`config.mk`:
```
export PLATFORM = sky130hd
export DESIGN_NAME = sort_ctrl
export DESIGN_NICKNAME = d
export VERILOG_FILES = /design/src/rtl/sort_pkg.sv /design/src/rtl/sort_ptr_mirror.sv /design/src/rtl/sort_ctrl.sv
export SDC_FILE = /design/constraint.sdc
export NUM_CORES = 1
export LEC_CHECK = 0
export ABC_AREA = 1
export BUFFER_PORTS_ARGS = -buffer_cell sky130_fd_sc_hd__buf_2
export CORE_MARGIN = 2
export CORE_UTILIZATION = 50
export DETAILED_ROUTE_END_ITERATION = 6
export GPL_TIMING_DRIVEN = 0
export PLACE_DENSITY = 0.75
export SETUP_SLACK_MARGIN = 0.1
export SYNTH_ARGS = -nofsm -noshare
export SYNTH_HDL_FRONTEND = slang
export SYNTH_SLANG_ARGS = --single-unit
```
`constraint.sdc`:
```
create_clock -name clk -period 3.3 [get_ports clk]
set_clock_uncertainty 0.1 [all_clocks]
set_input_delay 0.33 -clock clk [delete_from_list [all_inputs] [get_ports clk]]
set_output_delay 0.33 -clock clk [all_outputs]
set_load 0.05 [all_outputs]
```
`src/rtl/sort_pkg.sv`:
```
// Shared constants for the 8-entry, 4-bit sort controller: depth, pointer
// width, FSM state encoding and write-mux source selects.
package sort_pkg;

    localparam int N_ENTRIES = 8;
    localparam int PTR_W     = 3;

    localparam logic [PTR_W-1:0] PTR_LAST   = PTR_W'(N_ENTRIES - 1);
    localparam logic [PTR_W-1:0] PTR_PENULT = PTR_W'(N_ENTRIES - 2);

    typedef logic [2:0] state_t;

    localparam state_t ST_IDLE  = 3'd0;
    localparam state_t ST_LOAD  = 3'd1;
    localparam state_t ST_CMP   = 3'd2;
    localparam state_t ST_SWP_T = 3'd3;
    localparam state_t ST_SWP_L = 3'd4;
    localparam state_t ST_SWP_H = 3'd5;
    localparam state_t ST_DONE  = 3'd6;

    localparam logic [1:0] WM_IN   = 2'd0;
    localparam logic [1:0] WM_TEMP = 2'd1;
    localparam logic [1:0] WM_HIGH = 2'd2;

    // True in the states that make up the sort phase (compare plus swap steps).
    function automatic logic is_sort_state(input state_t s);
        return (s == ST_CMP) || (s == ST_SWP_T) || (s == ST_SWP_L) || (s == ST_SWP_H);
    endfunction

endpackage

```
`src/rtl/sort_ptr_mirror.sv`:
```
// Enable counter that shadows one datapath pointer. Wraps modulo 2^W and
// flags the last entry so the controller can tell when a row or load ends.
module sort_ptr_mirror
    import sort_pkg::*;
#(
    parameter int W = PTR_W
) (
    input  logic         i_clk,
    input  logic         i_rst,
    input  logic         i_en,
    output logic [W-1:0] o_ptr,
    output logic         o_last
);

    logic [W-1:0] r_ptr;

    // Step once per enable, in lockstep with the datapath pointer.
    always_ff @(posedge i_clk) begin
        if (i_rst) begin
            r_ptr <= '0;
        end else if (i_en) begin
            r_ptr <= r_ptr + 1'b1;
        end
    end

    assign o_ptr  = r_ptr;
    assign o_last = &r_ptr;

endmodule

```
`src/rtl/sort_ctrl.sv`:
```
// Sequencer for the 8-entry sort datapath: loads eight samples, then runs an
// in-place exchange selection sort and pulses done.
// Optional cycle counter output enabled by defining SORT_CTRL_CYCLE_CNT_EN.
module sort_ctrl
    import sort_pkg::*;
#(
    parameter int CNT_W = 8
) (
    input  logic             clk,
    input  logic             rst,
    input  logic             start,
    input  logic             in_valid,
    input  logic             gte,
    input  logic             counted,
    output logic             load_ready,
    output logic             busy,
    output logic             done,
    output logic             mem_en,
    output logic             low_en,
    output logic             high_en,
    output logic             temp_en,
    output logic             stat_en,
    output logic [1:0]       writemux,
    output logic             wa_sel
`ifdef SORT_CTRL_CYCLE_CNT_EN
    ,
    output logic [CNT_W-1:0] cycles
`endif
);

    state_t           r_state;
    state_t           w_state_nxt;
    logic [PTR_W-1:0] w_lptr;
    logic [PTR_W-1:0] w_hptr;
    logic             w_llast;
    logic             w_hlast;
    logic             w_row_end;
    logic             w_last_row;
    logic             w_swap;

    sort_ptr_mirror #(.W(PTR_W)) u_lptr (
        .i_clk  (clk),
        .i_rst  (rst),
        .i_en   (low_en),
        .o_ptr  (w_lptr),
        .o_last (w_llast)
    );

    sort_ptr_mirror #(.W(PTR_W)) u_hptr (
        .i_clk  (clk),
        .i_rst  (rst),
        .i_en   (high_en),
        .o_ptr  (w_hptr),
        .o_last (w_hlast)
    );

    // Row wraps only when the datapath and the mirror agree high is at the end.
    assign w_row_end  = counted & w_hlast;
    assign w_last_row = w_row_end && (w_lptr == PTR_PENULT);
    assign w_swap     = (w_hptr > w_lptr) && gte;
    assign busy       = (r_state != ST_IDLE);
    assign stat_en    = 1'b0;

    // Next-state and datapath control decode.
    always_comb begin
        w_state_nxt = r_state;
        load_ready  = 1'b0;
        done        = 1'b0;
        mem_en      = 1'b0;
        low_en      = 1'b0;
        high_en     = 1'b0;
        temp_en     = 1'b0;
        writemux    = WM_IN;
        wa_sel      = 1'b0;
        case (r_state)
            ST_IDLE: begin
                if (start) w_state_nxt = ST_LOAD;
            end
            ST_LOAD: begin
                load_ready = 1'b1;
                if (in_valid) begin
                    mem_en   = 1'b1;
                    writemux = WM_IN;
                    low_en   = 1'b1;
                    if (w_llast) w_state_nxt = ST_CMP;
                end
            end
            ST_CMP: begin
                if (w_swap) begin
                    w_state_nxt = ST_SWP_T;
                end else begin
                    high_en     = 1'b1;
                    low_en      = w_row_end;
                    w_state_nxt = w_last_row ? ST_DONE : ST_CMP;
                end
            end
            ST_SWP_T: begin
                temp_en     = 1'b1;
                w_state_nxt = ST_SWP_L;
            end
            ST_SWP_L: begin
                mem_en      = 1'b1;
                writemux    = WM_HIGH;
                wa_sel      = 1'b0;
                w_state_nxt = ST_SWP_H;
            end
            ST_SWP_H: begin
                // Write lands at the pre-increment high address.
                mem_en      = 1'b1;
                writemux    = WM_TEMP;
                wa_sel      = 1'b1;
                high_en     = 1'b1;
                low_en      = w_row_end;
                w_state_nxt = w_last_row ? ST_DONE : ST_CMP;
            end
            ST_DONE: begin
                // Wrap low from 7 back to 0 so the next run starts at 0/0.
                done        = 1'b1;
                low_en      = 1'b1;
                w_state_nxt = ST_IDLE;
            end
            default: begin
                w_state_nxt = ST_IDLE;
            end
        endcase
    end

    // State register.
    always_ff @(posedge clk) begin
        if (rst) begin
            r_state <= ST_IDLE;
        end else begin
            r_state <= w_state_nxt;
        end
    end

`ifdef SORT_CTRL_CYCLE_CNT_EN
    logic [CNT_W-1:0] r_cycles;

    // Sort-phase cycle count: cleared entering CMP, saturating, held after DONE.
    always_ff @(posedge clk) begin
        if (rst) begin
            r_cycles <= '0;
        end else if ((r_state == ST_LOAD) && (w_state_nxt == ST_CMP)) begin
            r_cycles <= '0;
        end else if (is_sort_state(r_state) && (r_cycles != '1)) begin
            r_cycles <= r_cycles + 1'b1;
        end
    end

    assign cycles = r_cycles;
`endif

endmodule

```
=== Word-level counts from Yosys, hierarchy flattened ===
Cells that the tools add are included.

* Add/subtract/negate cells: 2
* $lt $le $gt $ge: 1
* Reductions and logical operators: 8
* Bitwise logic cells: 1
* Equal/unequal tests: 10
* Muxes and demuxes: 17

{| class="wikitable"
|+ Operators with widths
! kind !! count
|-
| case mux 3 bit (6 select lines) || 1
|-
| two-way mux 3 bit || 5
|-
| == test 3 bit, second input constant || 4
|-
| AND reduction 3 bit || 3
|-
| two-way mux 1 bit || 7
|-
| adder 3 x 1 -> 3 bit, second input constant || 2
|-
| == test 3 x 2 -> 1 bit, second input constant || 2
|-
| inequality test 2 bit, second input constant || 2
|-
| case mux 1 bit (2 select lines) || 2
|-
| case mux 1 bit (4 select lines) || 1
|-
| case mux 2 bit (2 select lines) || 1
|-
| == test 3 x 1 -> 1 bit, second input constant || 1
|-
| greater-than comparator 3 bit || 1
|-
| zero test 3 bit || 1
|-
| nonzero test 3 bit || 1
|-
| logical AND 1 bit || 2
|-
| inequality test 2 x 1 -> 1 bit, second input constant || 1
|-
| OR reduction 2 bit || 1
|-
| bitwise AND 1 bit || 1
|}

* Bits in registers: 9
* Output and inout port bits: 11

=== Depth between registers and ports, before layout ===
Gate-level depths: netlist (run 1).

* Depth after elaboration: 6
* Mapped depth: 10
* Depth with buffers taken out: 10

=== By module ===
From an unflattened synthesis (run 1), not the netlist that was laid out.

* Cells, all modules: 102
* Area total of the unflattened synthesis: 648.1 um2

{| class="wikitable"
|+ Modules (own cells, without submodules)
! module !! cells an instance !! area each (um2) !! instances
|-
| sort_ctrl || 62 || 365.4 || 1
|-
| sort_ptr_mirror || 20 || 141.4 || 2
|}

=== Worst setup path before layout (run 1) ===
OpenSTA, ideal clock, no wires.

* Path kind: register to output
* Start point: register r_state[2]
* End point: output low_en
* Data required time: 2.870 ns
* Cell stages (with the launch flop): 5
* Setup slack: 1.084 ns
* Path buffers: 0
* Arrival time: 1.786 ns
* Cell sequence: dfxtp_1 > nand2_1 > nor2_1 > a21oi_1 > nand2_1

* Cells in the longest elaborated chain, start to end: 2

{| class="wikitable"
|+ Ends and longest elaborated chain
! what !! RTL line !! RTL
|-
| from (decl) || sort_ctrl.sv:31 || <nowiki>state_t r_state;</nowiki>
|-
| from (signal assigned) || sort_ctrl.sv:133 || <nowiki>r_state <= w_state_nxt;</nowiki>
|-
| == test 3 bit, or another cell as far along || sort_ctrl.sv:75 || <nowiki>case (r_state)</nowiki>
|-
| case mux 1 bit (4 select lines) (*) || sort_ctrl.sv:75 ||
|-
| to (decl) || sort_ctrl.sv:19 || <nowiki>output logic low_en,</nowiki>
|}

Every way passes the cells marked *; elsewhere a longest branch is shown, timed or not.

=== Final worst setup path (run 1) ===
* Start point: register u_lptr.r_ptr[2] (netlist: u_lptr.o_ptr[2])
* End point: output low_en

* Cells in the longest elaborated chain, start to end: 4

{| class="wikitable"
|+ Ends and longest elaborated chain
! what !! RTL line !! RTL
|-
| from (decl) || sort_ptr_mirror.sv:15 || <nowiki>logic [W-1:0] r_ptr;</nowiki>
|-
| from (signal assigned) || sort_ptr_mirror.sv:22 || <nowiki>r_ptr <= r_ptr + 1'b1;</nowiki>
|-
| greater-than comparator 3 bit || sort_ctrl.sv:60 || <nowiki>assign w_swap = (w_hptr > w_lptr) && gte;</nowiki>
|-
| logical AND 1 bit || sort_ctrl.sv:60 ||
|-
| two-way mux 1 bit || sort_ctrl.sv:89 || <nowiki>if (w_swap) begin</nowiki>
|-
| case mux 1 bit (4 select lines) || sort_ctrl.sv:75 ||
|}

No other way between the ends.

==> impl_metrics.yaml, run 1 <==
clocking:
  htree_levels: 1
  cts-buffers-inserted: 3
  hold_buffers: 0
  cts.sinks: 9
  cts_resized: 0
  cts_buffer_depth: 2
  clkTransAtPathRegs_ns: 0.07
  cts_tree: "built"
  clock_latency_ns: 0.27
  post-cts-setup-buffers: 0
  cts_root_buffer: "clkbuf_4"
logic_synthesis:
  ys_seq_elements: 9
  synth_area_sq_um: 711
  yosysWarningCount: 0
  synth_top_family_by_area: "simple AND/OR/NAND/NOR gates"
  synth_mux_area_share_pct: 0
  synth_compound_area_share_pct: 10.4
  synthDistinctLibCells: 24
  synth_simple_gate_area_share_pct: 37.3
  synthAdderAreaFrac_pct: 14.1
  yosysSeqAreaShare_pct: 25.4
  avgSynthCellArea_sq_um: 7.04
  netlist_instances: 101
  synth_nets: 115
  synth_xor_area_share_pct: 0
final_layout:
  area_delta_synth_final_pct: 16.9
  nets: 135
  nFillCells: 134
  layout-drive-gt1-share_pct: 30.0
  antennaDiodeCount: 0
  layout_common_cells: "nand2_1 (15), buf_2 (15), inv_1 (13), nor2_1 (13), dfxtp_1 (9)"
die:
  die_area_sq_um: 1740
  die_height_um: 41.7
  fp.coreArea_sq_um: 1320
  fp.dieW_um: 41.7
  initial_utilization_pct: 53.9
  rows: 13
  io_pins: 17
worst_setup_path:
  slowest_delay_ns: 0.35
  cp_common_cell: "nand2_1"
  start_kind: "flip-flop"
  path_class: "reg -> out"
  crit_required_ns: 2.87
  rrSetupSlack_ns: 1.66
  reg2reg_depth: 9
  worst_path_max_delay_cell: "dfxtp_1"
  reg2reg_from: "u_lptr.o_ptr[2]"
  worst-endpoint-arrival_ns: 1.79
  crit_chain: "inv_1, ha_1, a21oi_1, nand2_1, nand3_4, nand3_2, nand2_1, buf_2"
  worst-path-max-fanout: 4
  r2r_end: "u_lptr.o_ptr[2]"
  crit_family: "simple AND/OR/NAND/NOR gates"
  end_kind: "output port"
  critPathBufInv: 2
global_routing:
  grt-ovfl-total: 0
  grt_pass1_vias: 584
  grt_max_degree: 9
  grt_pass1_wl_um: 2330
  grtUsageTotal_pct: 17.6
  antenna_found_initial: 0
placed_design:
  gp_congestion: 0.781
  dpl.hpwl_um: 1170
  port-buffer-count: 15
detailed_routing:
  wl_um: 1420
  viasPerCell: 5.01
  drc: 0
  wl_per_cell_um: 10.5
  dr.pass1.iters: 4
  via_count: 676
  first_iter_violations: 4
  ant_nets: 0
timing:
  fin_crit_sh_pct: 67.1
  hold_viol: 0
  whs_ns: 0.122
  max_freq_ghz: 0.451
  rsz0062_at_grt: "false"
  fin_crit_ns: 2.22
  tns_ns: 0
  final-setup-viol-count: 0
  maxSlewViolCount: 0
min_path:
  hold_end: "u_hptr.o_ptr[0]"
  worstHoldStart: "rst"
  min_path_cells: 2
  hold_path_class: "in -> reg"
pwr:
  pwr_density_cell_nw_per_um2: 794
  worst_ir_drop_vdd_mv: 0.401
  leakage_nw: 0.455
flow_run:
  maxCapViolations: 0
status:
  status: "finished clean"
## state kept, by name, summed over array words and instances, names as in the netlist
register      cells
r_state           3
u_hptr.o_ptr      3
u_lptr.o_ptr      3
## stage by stage
stage | power (mW) | util, % | instance area, sq um | setup WS, ns | instances
floorplan | 0.496 | - | 711 | 1.08 | 101
global placement | 0.559 | 61.1 | 805 | 1.39 | 131
detailed placement | 0.572 | 61.1 | 805 | 1.37 | 131
CTS | 0.664 | 63.1 | 831 | 1.07 | 135
global route | 0.712 | 63.1 | 831 | 0.969 | 135
finish | 0.660 | 63.1 | 831 | 1.08 | 135
## cell type report
class                      count  area (sq um)  area share (%)
timing repair buffer          15          75.1            9.04
tap                           15          18.8            2.26
buffer                         2          15.0            1.81
inverter                      18          72.6            8.73
multi-input combinational     72           443            53.3
sequential                     9           180            21.7
clock buffer                   4          26.3            3.16
## worst max path at each step
stage | from | end | slack, ns | depth (start not counted)
after floorplan | r_state[2] | low_en | 1.08 | 4
after global placement | u_lptr.o_ptr[2] | low_en | 1.39 | 8
after detailed placement | u_lptr.o_ptr[2] | low_en | 1.37 | 8
after CTS | u_lptr.o_ptr[2] | low_en | 1.07 | 8
after global routing | u_lptr.o_ptr[2] | low_en | 0.97 | 8
final | u_lptr.o_ptr[2] | low_en | 1.08 | 8
## where the power goes
group	switching, mW	internal (mW)
sequential	0.0317	0.137
clock	0.0467	0.0469
combinational	0.278	0.120
## cells by family (layout without fill, tap and decap cells)
kind of cell / after synthesis / in the layout
buffers and inverters: 20 / 39
adder cells (fa/ha/maj): 8 / 8
flip-flops: 9 / 9
AO/OA/AOI/OAI: 14 / 14
other: 1 / 1
AND/OR/NAND/NOR: 49 / 49
## synth_stat cells
cell / n / area [sq um]
nand3_4: 1 / 17.5
nor2_1: 13 / 48.8
o21ai_1: 4 / 20.0
nand2_4: 2 / 22.5
nor2_4: 1 / 11.3
nand4_1: 3 / 18.8
a21oi_1: 7 / 35.0
nand2_1: 15 / 56.3
dfxtp_1: 9 / 180
nor3_2: 1 / 10.0
nor3_1: 1 / 5.00
a21oi_2: 1 / 8.76
inv_2: 4 / 15.0
clkinv_4: 1 / 8.76
inv_1: 13 / 48.8
nand3_2: 1 / 10.0
ha_1: 8 / 100
conb_1: 1 / 3.75
nand2_2: 3 / 18.8
nor2_2: 1 / 6.26
nand3b_1: 2 / 15.0
o21ai_0: 2 / 10.0
buf_4: 2 / 15.0
nand3_1: 5 / 25.0
## per-layer routing
| layer | routed length [um] | track usage (%) | vias to the layer above |
|---|---|---|---|
| met5 | 0 | 0 | - |
| met4 | 34 | 11.6 | 0 |
| met3 | 52 | 2.61 | 5 |
| met2 | 654 | 30.0 | 14 |
| met1 | 682 | 20.0 | 293 |
| li1 | - | - | 364 |
(Power assumes the default switching activity.)
==> run 2: changes to the inputs <==
--- a/config.mk
+++ b/config.mk
@@ -5,13 +5,14 @@
 export SDC_FILE = /design/constraint.sdc
 export NUM_CORES = 1
 export LEC_CHECK = 0
-export ABC_AREA = 1
+export ABC_AREA = 0
 export BUFFER_PORTS_ARGS = -buffer_cell sky130_fd_sc_hd__buf_2
+export CORE_ASPECT_RATIO = 0.9
 export CORE_MARGIN = 2
-export CORE_UTILIZATION = 50
+export CORE_UTILIZATION = 46
 export DETAILED_ROUTE_END_ITERATION = 6
 export GPL_TIMING_DRIVEN = 0
-export PLACE_DENSITY = 0.75
+export PLACE_DENSITY = 0.73
 export SETUP_SLACK_MARGIN = 0.1
 export SYNTH_ARGS = -nofsm -noshare
 export SYNTH_HDL_FRONTEND = slang
==> constraint.sdc (replaced) <==
create_clock -name clk -period 1.8 [get_ports clk]
set_clock_uncertainty 0.1 [all_clocks]
set_input_delay 0.18 -clock clk [delete_from_list [all_inputs] [get_ports clk]]
set_output_delay 0.18 -clock clk [all_outputs]
set_load 0.05 [all_outputs]
==> run 2 against run 1 <==
Net effect: the run now ends with setup timing left; worst setup slack lost 1.3 ns; clock-buffer cell count unchanged; largest cell class unchanged; die area is 10% higher; final area grew 30%.
==> impl_metrics.yaml, run 2 <==
die:
  fp.dieW_um: 46.0
  io_pins: 17
  rows: 13
  die_area_sq_um: 1920
  die_height_um: 41.8
  fp.coreArea_sq_um: 1460
  initial_utilization_pct: 49.8
clocking:
  clock_latency_ns: 0.26
  clkTransAtPathRegs_ns: 0.06
  htree_levels: 1
  cts-buffers-inserted: 3
  cts_tree: "built"
  cts.sinks: 9
  cts_root_buffer: "clkbuf_4"
  cts_buffer_depth: 2
timing:
  max_freq_ghz: 0.501
  final-setup-viol-count: 8
  fin_crit_ns: 1.99
  fin_crit_sh_pct: 111
  maxSlewViolCount: 0
  rsz0062_at_grt: "true"
  hold_viol: 0
  whs_ns: 0.146
  finalWorstSetupSlack_ns: -0.195
  tns_ns: -1.04
worst_setup_path:
  slowest_delay_ns: 0.34
  worst_path_max_delay_cell: "dfxtp_2"
  critPathBufInv: 4
  worst-path-max-fanout: 3
  end_kind: "output port"
  crit_chain: "inv_2, ha_4, inv_2, o21ai_2, o2111ai_4, a31oi_4, inv_1, buf_6"
  start_kind: "flip-flop"
  path_class: "reg -> out"
  worst-endpoint-arrival_ns: 1.71
  crit_required_ns: 1.52
  crit_family: "compound AO/OA/AOI/OAI gates"
  cp_common_cell: "inv_2"
logic_synthesis:
  async_reset_ff_share_pct: 0
  synth.area.top_cells: "dfxtp_1 (25%), ha_1 (14%), mux2_4 (6.2%), nor2_1 (5.7%), mux2i_1 (5.5%)"
  netlist_instances: 86
  synth_largest_area_cell: "dfxtp_1"
  synth_area_sq_um: 729
  synth_most_common_cell: "nor2_1"
  ys_seq_elements: 9
  avgSynthCellArea_sq_um: 8.48
  netlist.area_leader.share_pct: 24.7
  synth-edff-count: 0
  yosysSeqAreaShare_pct: 24.7
  synthDistinctLibCells: 30
  yosysWarningCount: 0
  ys_top_cells_by_count: "nor2_1 (11), dfxtp_1 (9), inv_1 (9), nand2_1 (9), ha_1 (8)"
  synth_nets: 100
  ys.flop_type: "dfxtp_1"
final_layout:
  nFillCells: 106
  layout-drive-gt1-share_pct: 57.3
  finish.utilization_pct: 73.9
  area_delta_synth_final_pct: 48.4
  layout_common_cells: "nor2_1 (11), buf_2 (11), buf_4 (10), nand2_1 (9), buf_6 (8)"
  nets: 132
  antennaDiodeCount: 0
status:
  status: "finished with violations"
  violations: "setup timing"
global_routing:
  grtUsageTotal_pct: 17.2
  grt-ovfl-total: 0
  grt_pass1_vias: 604
  grt_max_degree: 11
  antenna_found_initial: 0
  grt_pass1_wl_um: 2470
placed_design:
  dp_slack_ns: -0.128
  port-buffer-count: 15
  dpl.hpwl_um: 1130
  gp_congestion: 0.764
detailed_routing:
  drc: 0
  wl_per_cell_um: 12.6
  wl_um: 1660
  viasPerCell: 5.12
  via_count: 676
  ant_nets: 0
  dr.pass1.iters: 3
  first_iter_violations: 9
pwr:
  internal_power_mw: 0.675
  worst_ir_drop_vdd_mv: 0.612
  pwr-share-seq_pct: 23.4
  switching_power_mw: 0.538
  p_sw_share_pct: 44.4
  leakage_nw: 0.533
  pwr_density_cell_nw_per_um2: 1120
  clkPwrFrac_pct: 12.6
  power_frac_comb_pct: 63.9
min_path:
  hold_path_class: "in -> reg"
flow_run:
  maxCapViolations: 0
[run 2: changes by cell type after synthesis, sizes merged, moves of 3 or more]
cell	previous run	this run
nor2	15	11
mux2	0	3
nand3	7	2
o21ai	6	3
inv	17	10
nand2	20	9
mux2i	0	4
a21oi	8	3
[run 2: power by group through the flow]
stage / clock, mW / combinational (mW) / sequential [mW]
floorplan: 0 / 0.493 / 0.269
global placement: 0 / 0.575 / 0.277
detailed placement: 0 / 0.585 / 0.278
CTS: 0.156 / 0.674 / 0.277
global route: 0.169 / 0.826 / 0.290
finish: 0.153 / 0.776 / 0.284
[run 2: timing repair]
| item | in CTS | in global routing |
|---|---|---|
| hold buffers | 0 | 0 |
| pin swaps | 5 | 5 |
| resized for setup | 13 | 19 |
| endpoints found under the setup margin | 10 | 13 |
| setup buffers | 7 | 6 |
[run 2: worst paths after layout]
check	start	end	slack, ns	depth (start not counted)
worst min-delay path	rst	r_state[0]	0.15	3
worst max-delay path	u_lptr.o_ptr[1]	low_en	-0.19	8
worst min register to register	u_hptr.o_ptr[1]	u_hptr.o_ptr[1]	0.39	2
worst max register to register	u_lptr.o_ptr[1]	u_lptr.o_ptr[1]	-0.18	9
[run 2: through the flow]
stage	power, mW	instances	area [sq um]
2_1_floorplan	0.762	86	777
3_3_place_gp	0.852	116	871
3_5_place_dp	0.863	116	871
4_1_cts	1.11	127	986
5_1_grt	1.28	132	1080
6_report	1.21	132	1080
[run 2: final cells by class]
class,count,area (sq um),share of cell area [%]
multi-input cells,62,551,50.9
repair buffers,27,216,20.0
flip-flops and latches,9,195,18.0
plain buffers,5,37.5,3.47
inverters,10,37.5,3.47
clock buffers,4,26.3,2.43
well taps,15,18.8,1.73
[run 2: layer usage]
metal	track usage, %	part of all wire [%]	vias to the layer above
met5	0	0	-
met4	5.14	0.90	0
met3	3.91	3.9	4
met2	27.2	50	16
met1	22.6	45	303
li1	-	-	353
[run 2: logic make-up after synthesis]
family | after synthesis | synth area share (%)
compound gates | 11 | 15.3
fa+ha+maj | 8 | 13.7
buf+inv | 15 | 9.78
flops | 9 | 24.7
mux | 7 | 11.7
other cells | 1 | 0.514
simple gates | 35 | 24.4
[run 2: tightest hold or removal path: cells and delay by family]
family / cells / cell delay, ns
AO/OA/AOI/OAI: 1 / 0.16
AND/OR/NAND/NOR: 1 / 0.04
buffers and inverters: 1 / 0.08
==> run 3: changes to the inputs <==
--- a/config.mk
+++ b/config.mk
@@ -9,10 +9,9 @@
 export BUFFER_PORTS_ARGS = -buffer_cell sky130_fd_sc_hd__buf_2
 export CORE_ASPECT_RATIO = 0.9
 export CORE_MARGIN = 2
-export CORE_UTILIZATION = 46
+export CORE_UTILIZATION = 35
 export DETAILED_ROUTE_END_ITERATION = 6
 export GPL_TIMING_DRIVEN = 0
-export PLACE_DENSITY = 0.73
 export SETUP_SLACK_MARGIN = 0.1
 export SYNTH_ARGS = -nofsm -noshare
 export SYNTH_HDL_FRONTEND = slang
==> run 3 against run 2 <==
Net effect: global-route usage shrank 1.8 points; final area down 0.81%; largest cell class unchanged; sequential power hardly changed; the run still ends with setup timing left; via count fell by 0.44%; worst hold slack improved by 0.0048 ns; die area is 28% higher; sequential cell count unchanged; fmax rose by 0.21%.
==> impl_metrics.yaml, run 3 (synthesis gave the netlist of run 2 again) <==
status:
  status: "finished with violations"
  violations: "setup timing"
placed_design:
  dp_slack_ns: -0.0997
  dp.cells: 126
  dpl-instance-area_sq_um: 883
  gp_congestion: 0.720
  dpl.hpwl_um: 1140
  port-buffer-count: 15
die:
  initial_utilization_pct: 37.7
  rows: 15
  fp.dieW_um: 52.1
  fp.coreArea_sq_um: 1930
  die_area_sq_um: 2470
  die_height_um: 47.3
  io_pins: 17
final_layout:
  finish.instance_area_sq_um: 1070
  final_cells: 138
  ff_latch_area_sq_um: 198
  multi_input_area_sq_um: 563
  nets: 128
  nFillCells: 186
  area_delta_synth_final_pct: 47.2
  antennaDiodeCount: 0
  layout_common_cells: "nor2_1 (11), nand2_1 (9), buf_6 (9), buf_2 (9), buf_4 (7)"
  layout_commonest_cell: "nor2_1"
  layout-drive-gt1-share_pct: 54.0
min_path:
  hold_path_class: "in -> reg"
worst_setup_path:
  crit_required_ns: 1.52
  worst-endpoint-arrival_ns: 1.71
  rrSetupSlack_ns: -0.17
  start_kind: "flip-flop"
  worst-path-max-fanout: 4
  end_kind: "output port"
  path_class: "reg -> out"
global_routing:
  grt-ovfl-total: 0
  grt_pass1_wl_um: 2700
  grt_pass1_vias: 614
  antenna_found_initial: 0
  grt_max_degree: 11
  grtUsageTotal_pct: 15.4
detailed_routing:
  drc: 0
  first_iter_violations: 9
  via_count: 673
  wl_um: 1640
  viasPerCell: 4.88
  wl_per_cell_um: 11.8
  ant_nets: 0
  dr.pass1.iters: 3
pwr:
  leakage_nw: 0.509
  worst_ir_drop_vdd_mv: 0.751
  total_power_mw: 1.18
  pwr_density_cell_nw_per_um2: 1100
timing:
  rsz0062_at_grt: "true"
  final-setup-viol-count: 6
  max_freq_ghz: 0.502
  whs_ns: 0.151
  fin_crit_sh_pct: 111
  maxSlewViolCount: 0
  fin_crit_ns: 1.99
  finalWorstSetupSlack_ns: -0.190
  hold_viol: 0
clocking:
  htree_levels: 1
  clock_latency_ns: 0.26
  clkTransAtPathRegs_ns: 0.06
  cts_root_buffer: "clkbuf_4"
  cts-buffers-inserted: 3
  hold_buffers: 0
  cts.sinks: 9
  cts_buffer_depth: 2
  cts_tree: "built"
flow_run:
  maxCapViolations: 0
==> run 3: cell types whose count changed in the layout (fill, tap and decap cells not counted), sizes merged <==
cell / delta
buf: -6
clkbuf: +2
==> run 3: path summary, 6_finish.rpt <==
| path | cells past startpoint | start | endpoint |
|---|---|---|---|
| min | 3 | rst | r_state[0] |
| min reg2reg | 2 | u_lptr.o_ptr[2] | u_lptr.o_ptr[2] |
| max reg2reg | 9 | u_hptr.o_ptr[1] | u_lptr.o_ptr[0] |
| max | 8 | u_hptr.o_ptr[1] | low_en |
==> run 3: timing repair <==
action                                  in CTS  in global routing
buffers inserted                             7                  1
pin swaps                                    5                  2
endpoints found under the setup margin      10                 14
resized for setup                           17                 14
==> run 3: worst max-delay path, stage by stage (launching register included) <==
cell	delay (ns)
dfxtp_4	0.37
ha_4	0.16
ha_4	0.14
and2_4	0.15
mux2i_2	0.16
o21ai_2	0.09
a31oi_4	0.16
inv_1	0.07
buf_6	0.15
==> run 3: cell type report <==
class | count | area share, %
multi-input cells | 62 | 52.4
flip-flops and latches | 9 | 18.4
repair buffers | 23 | 16.4
plain buffers | 5 | 3.85
inverters | 10 | 3.50
well taps | 25 | 2.91
clock buffers | 4 | 2.45
==> run 3: metrics by stage <==
stage	util, %	TNS (ns)
final	55.5	-0.781
after floorplan	-	-0.437
after global routing	55.5	-1.33
after detailed placement	45.7	-0.381
after CTS	52.8	-0.731
after global placement	45.7	-0.328
==> run 3: per-layer routing <==
| layer | up-vias | GRT usage (%) | routed length, um |
|---|---|---|---|
| li1 | 341 | - | - |
| met1 | 319 | 20.4 | 763 |
| met2 | 11 | 22.8 | 782 |
| met3 | 2 | 6.69 | 75 |
| met4 | 0 | 4.74 | 13 |
| met5 | - | 0 | 0 |
==> run 3: power breakdown <==
group | internal, mW | switching, mW
sequential | 0.234 | 0.0508
combinational | 0.322 | 0.418
clock | 0.0856 | 0.0735
